## src/rtl/hc_gate_bank_if.sv

```systemverilog
// Port bundle for hc_gate_bank: gate data, mode handshake and output enable.
// Counter signals exist only when HC_GATE_CNT_EN is defined.
interface hc_gate_bank_if #(
  parameter int unsigned CH    = 4,
  parameter int unsigned CNT_W = 8
);
  logic [CH-1:0] A;
  logic [CH-1:0] B;
  logic [2:0]    MODE;
  logic          MODE_VLD;
  logic          MODE_RDY;
  logic          MODE_ERR;
  logic          OE;
  logic [CH-1:0] Y;
`ifdef HC_GATE_CNT_EN
  logic                CNT_CLR;
  logic [CH*CNT_W-1:0] CNT;
`endif

  if (CH < 1 || CNT_W < 2) begin : g_param_check
    $error("hc_gate_bank_if: CH must be >= 1 and CNT_W >= 2");
  end

`ifdef HC_GATE_CNT_EN
  modport master (
    output A, B, MODE, MODE_VLD, OE, CNT_CLR,
    input  MODE_RDY, MODE_ERR, Y, CNT
  );
  modport slave (
    input  A, B, MODE, MODE_VLD, OE, CNT_CLR,
    output MODE_RDY, MODE_ERR, Y, CNT
  );
`else
  modport master (
    output A, B, MODE, MODE_VLD, OE,
    input  MODE_RDY, MODE_ERR, Y
  );
  modport slave (
    input  A, B, MODE, MODE_VLD, OE,
    output MODE_RDY, MODE_ERR, Y
  );
`endif
endinterface

```

## src/rtl/hc_gate_bank.sv

```systemverilog
// Bank of CH registered 2-input gates sharing one run-time selectable function.
// Optional per-channel rising-edge counters are enabled with HC_GATE_CNT_EN.
module hc_gate_bank #(
  parameter int unsigned CH    = 4,
  parameter int unsigned CNT_W = 8
) (
  input logic           CLK,
  input logic           RST,
  hc_gate_bank_if.slave bus
);

  localparam logic [2:0] MODE_OR   = 3'd0;
  localparam logic [2:0] MODE_AND  = 3'd1;
  localparam logic [2:0] MODE_XOR  = 3'd2;
  localparam logic [2:0] MODE_NOR  = 3'd3;
  localparam logic [2:0] MODE_NAND = 3'd4;
  localparam logic [2:0] MODE_XNOR = 3'd5;

  typedef enum logic {RUN, BLANK} state_t;

  if (CH < 1 || CNT_W < 2) begin : g_param_check
    $error("hc_gate_bank: CH must be >= 1 and CNT_W >= 2");
  end

  state_t        state_q, state_d;
  logic          blank_q, blank_d;
  logic [2:0]    pending_q, pending_d;
  logic [2:0]    active_q, active_d;
  logic          err_q, err_d;
  logic          y_clr;
  logic [CH-1:0] a_q, b_q, y_q;

  function automatic logic [CH-1:0] gate_f(input logic [2:0] m,
                                           input logic [CH-1:0] a,
                                           input logic [CH-1:0] b);
    case (m)
      MODE_OR:   return a | b;
      MODE_AND:  return a & b;
      MODE_XOR:  return a ^ b;
      MODE_NOR:  return ~(a | b);
      MODE_NAND: return ~(a & b);
      MODE_XNOR: return ~(a ^ b);
      default:   return '0;
    endcase
  endfunction

  // Mode handshake: valid codes start a two-edge blanking window, invalid codes only flag.
  always_comb begin
    state_d   = state_q;
    blank_d   = blank_q;
    pending_d = pending_q;
    active_d  = active_q;
    err_d     = 1'b0;
    y_clr     = 1'b0;
    case (state_q)
      RUN: begin
        if (bus.MODE_VLD) begin
          if (bus.MODE <= MODE_XNOR) begin
            pending_d = bus.MODE;
            blank_d   = 1'b1;
            state_d   = BLANK;
          end else begin
            err_d = 1'b1;
          end
        end
      end
      BLANK: begin
        y_clr = 1'b1;
        if (blank_q) begin
          blank_d = 1'b0;
        end else begin
          active_d = pending_q;
          state_d  = RUN;
        end
      end
      default: state_d = RUN;
    endcase
  end

  always_ff @(posedge CLK) begin
    if (RST) begin
      state_q   <= RUN;
      blank_q   <= 1'b0;
      pending_q <= MODE_OR;
      active_q  <= MODE_OR;
      err_q     <= 1'b0;
      a_q       <= '0;
      b_q       <= '0;
      y_q       <= '0;
    end else begin
      state_q   <= state_d;
      blank_q   <= blank_d;
      pending_q <= pending_d;
      active_q  <= active_d;
      err_q     <= err_d;
      a_q       <= bus.A;
      b_q       <= bus.B;
      y_q       <= y_clr ? '0 : gate_f(active_q, a_q, b_q);
    end
  end

  assign bus.MODE_RDY = (state_q == RUN);
  assign bus.MODE_ERR = err_q;
  assign bus.Y        = bus.OE ? y_q : '0;

`ifdef HC_GATE_CNT_EN
  logic [CH-1:0]       y_prev;
  logic [CH*CNT_W-1:0] cnt_q;

  // Saturating count of y_q rising edges, detected one edge after the rise; clear wins.
  always_ff @(posedge CLK) begin
    if (RST) begin
      y_prev <= '0;
      cnt_q  <= '0;
    end else begin
      y_prev <= y_q;
      for (int i = 0; i < CH; i++) begin
        if (bus.CNT_CLR) begin
          cnt_q[i*CNT_W +: CNT_W] <= '0;
        end else if (y_q[i] && !y_prev[i] &&
                     (cnt_q[i*CNT_W +: CNT_W] != {CNT_W{1'b1}})) begin
          cnt_q[i*CNT_W +: CNT_W] <= cnt_q[i*CNT_W +: CNT_W] + CNT_W'(1);
        end
      end
    end
  end

  assign bus.CNT = cnt_q;
`endif

endmodule

```

## src/flat_wrapper.sv

```systemverilog
// flat-port wrapper written by rule: the top's interface ports become plain ports
module hc_gate_bank_flat 
#(
  parameter int unsigned CH    = 4,
  parameter int unsigned CNT_W = 8
)
  (CLK, RST, bus_A, bus_B, bus_MODE, bus_MODE_VLD, bus_OE, bus_MODE_RDY, bus_MODE_ERR, bus_Y);
  hc_gate_bank_if #(.CH(CH), .CNT_W(CNT_W)) bus_i ();
  input logic CLK;
  input logic RST;
  input wire logic [$bits(bus_i.A)-1:0] bus_A;
  input wire logic [$bits(bus_i.B)-1:0] bus_B;
  input wire logic [$bits(bus_i.MODE)-1:0] bus_MODE;
  input wire logic [$bits(bus_i.MODE_VLD)-1:0] bus_MODE_VLD;
  input wire logic [$bits(bus_i.OE)-1:0] bus_OE;
  output wire logic [$bits(bus_i.MODE_RDY)-1:0] bus_MODE_RDY;
  output wire logic [$bits(bus_i.MODE_ERR)-1:0] bus_MODE_ERR;
  output wire logic [$bits(bus_i.Y)-1:0] bus_Y;
  assign bus_i.A = bus_A;
  assign bus_i.B = bus_B;
  assign bus_i.MODE = bus_MODE;
  assign bus_i.MODE_VLD = bus_MODE_VLD;
  assign bus_i.OE = bus_OE;
  assign bus_MODE_RDY = bus_i.MODE_RDY;
  assign bus_MODE_ERR = bus_i.MODE_ERR;
  assign bus_Y = bus_i.Y;
  hc_gate_bank #(.CH(CH), .CNT_W(CNT_W)) u_core (.CLK(CLK), .RST(RST), .bus(bus_i));
endmodule
```

## config.mk

```make
export PLATFORM = sky130hd
export DESIGN_NAME = hc_gate_bank_flat
export DESIGN_NICKNAME = d
export VERILOG_FILES = /design/src/rtl/hc_gate_bank_if.sv /design/src/rtl/hc_gate_bank.sv /design/src/flat_wrapper.sv
export SDC_FILE = /design/constraint.sdc
export NUM_CORES = 1
export LEC_CHECK = 0
export ABC_AREA = 0
export CAP_MARGIN = 20
export CORE_AREA = 10 10 56 58
export CTS_BUF_LIST = sky130_fd_sc_hd__clkbuf_8
export DETAILED_ROUTE_END_ITERATION = 8
export DIE_AREA = 0 0 66 68
export GPL_TIMING_DRIVEN = 0
export PLACE_DENSITY = 0.85
export SYNTH_ARGS = -nofsm -noshare
export SYNTH_HDL_FRONTEND = slang
export SYNTH_SLANG_ARGS = --single-unit
```

## constraint.sdc

```tcl
create_clock -name CLK -period 1.7 [get_ports CLK]
set_input_delay 0.17 -clock CLK [delete_from_list [all_inputs] [get_ports CLK]]
set_output_delay 0.17 -clock CLK [all_outputs]
set_load 0.005 [all_outputs]
```

After elaboration in Yosys (flattened, before gate mapping)

Cells that the tools add are included.

Reductions and logical operators: 6
Bitwise gates (word level): 9
Equal/unequal tests: 7
Muxes and demuxes: 11
$lt $le $gt $ge: 1

Operator list:

| operator                                                               | number |
|---|---|
| 4-bit one-hot mux with 6 select lines                                  | 1 |
| 4-bit inverter                                                         | 3 |
| 1-bit two-way mux                                                      | 7 |
| 3-bit by 2-bit equality test with 1-bit output (second input constant) | 2 |
| 3-bit equality test (second input constant)                            | 2 |
| 4-bit bitwise AND                                                      | 1 |
| 4-bit two-way mux                                                      | 1 |
| 4-bit OR                                                               | 1 |
| 1-bit one-hot mux with 2 select lines                                  | 2 |
| 2-bit AND reduction                                                    | 2 |
| 4-bit XOR                                                              | 1 |
| 3-bit by 1-bit equality test with 1-bit output (second input constant) | 1 |
| 3-bit less-or-equal comparator (second input constant)                 | 1 |
| 3-bit zero test                                                        | 1 |
| 1-bit inverter                                                         | 3 |
| 3-bit AND reduction                                                    | 1 |
| 3-bit OR reduction                                                     | 1 |
| 2-bit by 1-bit != test with 1-bit output (second input constant)       | 1 |
| 2-bit != test (second input constant)                                  | 1 |
| 2-bit OR reduction                                                     | 1 |

Output and inout bits: 6
Word-level logic and storage cells: 42
Register bits: 21
Input port bits: 15

Longest topological paths before layout

Word-level depth: 4
Depth in mapped cells: 5
Mapped depth without buffers: 5

Worst setup path after synthesis

OpenSTA, ideal clock, no wires.

Path kind: register -> register
Start point: register u_core.b_q[0]
End point: register u_core.y_q[0]
Data required time: 1,578 ps
Setup slack: 490 ps
Arrival time: 1,088 ps
Cell stages (with the launch flop): 6
Period minus slack after synthesis: 1,210 ps
Setup time: 122 ps
Buffers on the path: 0
Cell sequence: dfxtp_1 > inv_1 > ha_1 > or2b_1 > a32oi_1 > a21oi_1

Word-level cells in the longest chain between the ends: 3
Elaborated cells between the ends (all ways): 7
Those cells by class: mux (1); bitwise (6)

RTL lines:

| what                                      | RTL line                                                   | source |
|---|---|---|
| start, declared                           | hc_gate_bank.sv:31                                         | `logic [CH-1:0] a_q, b_q, y_q;` |
| start signal, assigned                    | hc_gate_bank.sv:97                                         | `b_q <= bus.B;` |
| 4-bit XOR (tied with other cells)         | hc_gate_bank.sv:39, hc_gate_bank.sv:42                     |  |
| 4-bit inverter, on equally long branches  | hc_gate_bank.sv:42, hc_gate_bank.sv:40, hc_gate_bank.sv:41 |  |
| 4-bit one-hot mux with 6 select lines (*) | hc_gate_bank.sv:36                                         | `case (m)` |
| end signal, assigned                      | hc_gate_bank.sv:98                                         | `y_q <= y_clr ? '0 : gate_f(active_q, a_q, b_q);` |
| end, declared                             | hc_gate_bank.sv:31                                         |  |

Mark *: on every way between the ends. The rest lies on a longest branch, timed or not.
A chain may end at the register's enable or synchronous reset.

Worst setup path after layout

Start point: register u_core.state_q
End point: output bus_MODE_RDY

Word-level cells in the longest chain between the ends: 1

RTL lines:

| what                   | RTL line            | source |
|---|---|---|
| start, declared        | hc_gate_bank.sv:25  | `state_t state_q, state_d;` |
| start signal, assigned | hc_gate_bank.sv:91  | `state_q <= state_d;` |
| 1-bit inverter         | hc_gate_bank.sv:102 | `assign bus.MODE_RDY = (state_q == RUN);` |
| end, declared          | flat_wrapper.sv:16  | `output wire logic [$bits(bus_i.MODE_RDY)-1:0] bus_MODE_RDY;` |

No other way between the ends.

==> impl_metrics.sql <==
INSERT INTO impl_metrics (metric_group, metric, value, unit) VALUES
('die', 'initial_cell_density_of_the_core', '49.3', '%'),
('pwr', 'cell_leakage_power', '0.534', 'nW'),
('finish', 'drive_gt1_share', '7.46', '%'),
('sta', 'clock-skew-final', '0.00419', 'ns'),
('cts', 'clkTransAtPathRegs', '0.07', 'ns'),
('cts', 'cts_tree', 'yes', ''),
('critical_path', 'critical_register_to_register_path_startpoint', 'u_core.b_q[2]', ''),
('synthesis', 'synthSimpleGateAreaFrac', '22.0', '%'),
('cts', 'cts.repair_timing.setup_buffer_count', '0', ''),
('synthesis', 'synthXorXnorAreaFrac', '0', '%'),
('synthesis', 'synth.yosys.seq_area_share', '40.5', '%'),
('synthesis', 'synthesis.yosys.warnings', '0', ''),
('hold_path', 'hold_wc_startpoint', 'bus_A[2]', ''),
('critical_path', 'critical_path.max_fanout', '9', ''),
('synthesis', 'synth_area_leaders', 'dfxtp_1, ha_1, mux2i_1', ''),
('cts', 'holdBufCountCts', '0', ''),
('sta', 'final.hold.worst_slack', '0.465', 'ns'),
('synthesis', 'synth_top_cells_by_count', 'dfxtp_1, a21oi_1, inv_1, nor2b_1, ha_1', ''),
('die', 'die_height', '68', 'microns'),
('sta', 'report.final.hold_viol_count', '0', ''),
('routing', 'post_drt_via_cell_ratio', '5.10', ''),
('critical_path', 'timing.critical_path.arrival', '1.38', 'ns'),
('synthesis', 'postSynthNetCount', '133', ''),
('placement', 'place_hpwl', '1.64', 'mm'),
('sta', 'timing.slew.headroom', '77.2', '%'),
('synthesis', 'synth_fa_ha_area_share', '9.65', '%'),
('finish', 'num_antenna_cells', '0', ''),
('sta', 'finalWorstPathRequiredPeriod', '1.55', 'ns'),
('cts', 'clock_path_buffers', '2', ''),
('cts', 'number_of_cts_inserted_buffers', '3', ''),
('critical_path', 'worst_reg_to_reg_cells', '5', ''),
('sta', 'timing_max_transition_violations_final', '0', ''),
('global_route', 'grt_max_degree', '12', ''),
('synthesis', 'synth-edff-count', '0', ''),
('synthesis', 'syn-instance-count', '110', ''),
('pwr', 'power-per-cell-area', '750', 'nW/um^2'),
('finish', 'final_util', '62.6', '%'),
('die', 'dieWidth', '66', 'microns'),
('critical_path', 'critPathLaunchType', 'flop', ''),
('placement', 'globalplace.congestion', '0.743', ''),
('routing', 'first_iter_violations', '23', ''),
('cts', 'clock_insertion_delay_worst_skew', '0.25', 'ns'),
('sta', 'timing.final.setup_violations', '0', ''),
('cts', 'root_buffer', 'clkbuf_8', ''),
('sta', 'timing.final.crit_share', '91.5', '%'),
('routing', 'num_vias', '827', ''),
('routing', 'antenna_left', '0', ''),
('cts', 'post_cts_resized', '0', ''),
('synthesis', 'dominant_combinational_cell_family_by_area_after_synthesis', 'simple AND/OR/NAND/NOR gates', ''),
('flow_run', 'cap_violations', '0', ''),
('sta', 'grt_setup_unrepaired', 'false', ''),
('placement', 'buffer_ports.inserted', '20', ''),
('outcome', 'outcome', 'completed', ''),
('finish', 'fin_nets', '158', ''),
('critical_path', 'worstSetupEndpointType', 'primary output', ''),
('cts', 'clock_sink_count', '21', ''),
('hold_path', 'hold_depth', '2', ''),
('global_route', 'globalRouteOverflowTotal', '0', ''),
('critical_path', 'timing.setup.critical_path_class', 'reg -> out', ''),
('global_route', 'grt_first_pass_wirelength', '3.62', 'mm'),
('routing', 'route.detailed.wl_per_inst', '13.5', 'microns'),
('sta', 'worst_pin_slew', '0.341', 'ns'),
('synthesis', 'area_fraction_of_the_dominant_cell_type_after_synthesis', '40.5', '%'),
('routing', 'total_detailed_routing_wirelength', '2.19', 'mm'),
('cts', 'cts.htree.levels', '1', ''),
('finish', 'layout-area-overhead-vs-synth', '27.0', '%'),
('global_route', 'number_of_global_route_vias_before_repair', '865', ''),
('synthesis', 'synth_area_leader_cell', 'dfxtp_1', ''),
('global_route', 'initial_antenna_violation_count', '0', ''),
('synthesis', 'synth-seq-cells', '21', ''),
('global_route', 'track_usage', '10.1', '%');
path summary, 6_finish.rpt:
kind / endpoint / slack (ns)
min: u_core.a_q[2] / 0.47
max reg2reg: u_core.y_q[2] / 0.31
max: bus_MODE_RDY / 0.15
min reg2reg: u_core.pending_q[1] / 0.48
cells in the final DEF, fill, tap and decap left out:
cell type,count
dfxtp_1,21
clkdlybuf4s50_1,20
inv_1,10
a21oi_1,9
nor2b_1,9
ha_1,8
mux2i_1,7
nand2_1,6
and2_1,4
nor2_1,4
or2b_1,4
nand2b_1,4
a32oi_1,4
buf_2,3
nand4_1,3
o21ai_0,3
mux2_1,3
clkbuf_8,3
a21bo_2,1
nor4b_1,1
and2b_1,1
nor3_1,1
nand3_1,1
buf_6,1
and2b_2,1
a211o_1,1
mux2_2,1
final cells by class:
cell class                      instances  area [sq um]
Buffer                                  4          26.3
Timing Repair Buffer                   20           200
Fill cell                             167           788
Clock inverter                          1          3.75
Tap cell                               28          35.0
Multi-Input combinational cell         76           557
Inverter                                9          33.8
Clock buffer                            3          41.3
Sequential cell                        21           420
per-stage QoR:
step | instances | total power [mW]
final | 162 | 0.988
after global routing | 162 | 1.04
after CTS | 162 | 0.996
after detailed placement | 158 | 0.692
after global placement | 158 | 0.683
after floorplan | 110 | 0.621
registers in the layout, indices dropped and copies added, names as in the netlist:
register             cells
u_core.bus.MODE_ERR      1
u_core.pending_q         3
u_core.state_q           1
u_core.a_q               4
u_core.y_q               4
u_core.active_q          3
u_core.blank_q           1
u_core.b_q               4
report_power, final:
part,leakage [nW],internal (mW),switching [mW]
Clock,0.0269,0.160,0.145
Combinational,0.334,0.0867,0.0651
Sequential,0.173,0.519,0.0115
layer usage:
layer | vias up | part of all wire (%) | GRT usage [%] | wire [microns]
met4 | 0 | 1.4 | 4.45 | 31
met2 | 23 | 53 | 19.6 | 1160
li1 | 418 | - | - | -
met3 | 5 | 5.4 | 3.10 | 119
met5 | - | 0 | 0 | 0
met1 | 381 | 40 | 9.55 | 881
critical path, stage by stage (launching register included):
cell and delay [ns]:
dfxtp_1 0.30, buf_2 0.16, inv_1 0.14, clkdlybuf4s50_1 0.53
cells by family (layout without fill, tap and decap cells):
family | after synthesis | count (layout)
simple gates | 39 | 39
buf+inv | 13 | 37
mux | 11 | 11
compound gates | 18 | 18
flops | 21 | 21
fa+ha+maj | 8 | 8
Power figures use the tool's default switching activity.
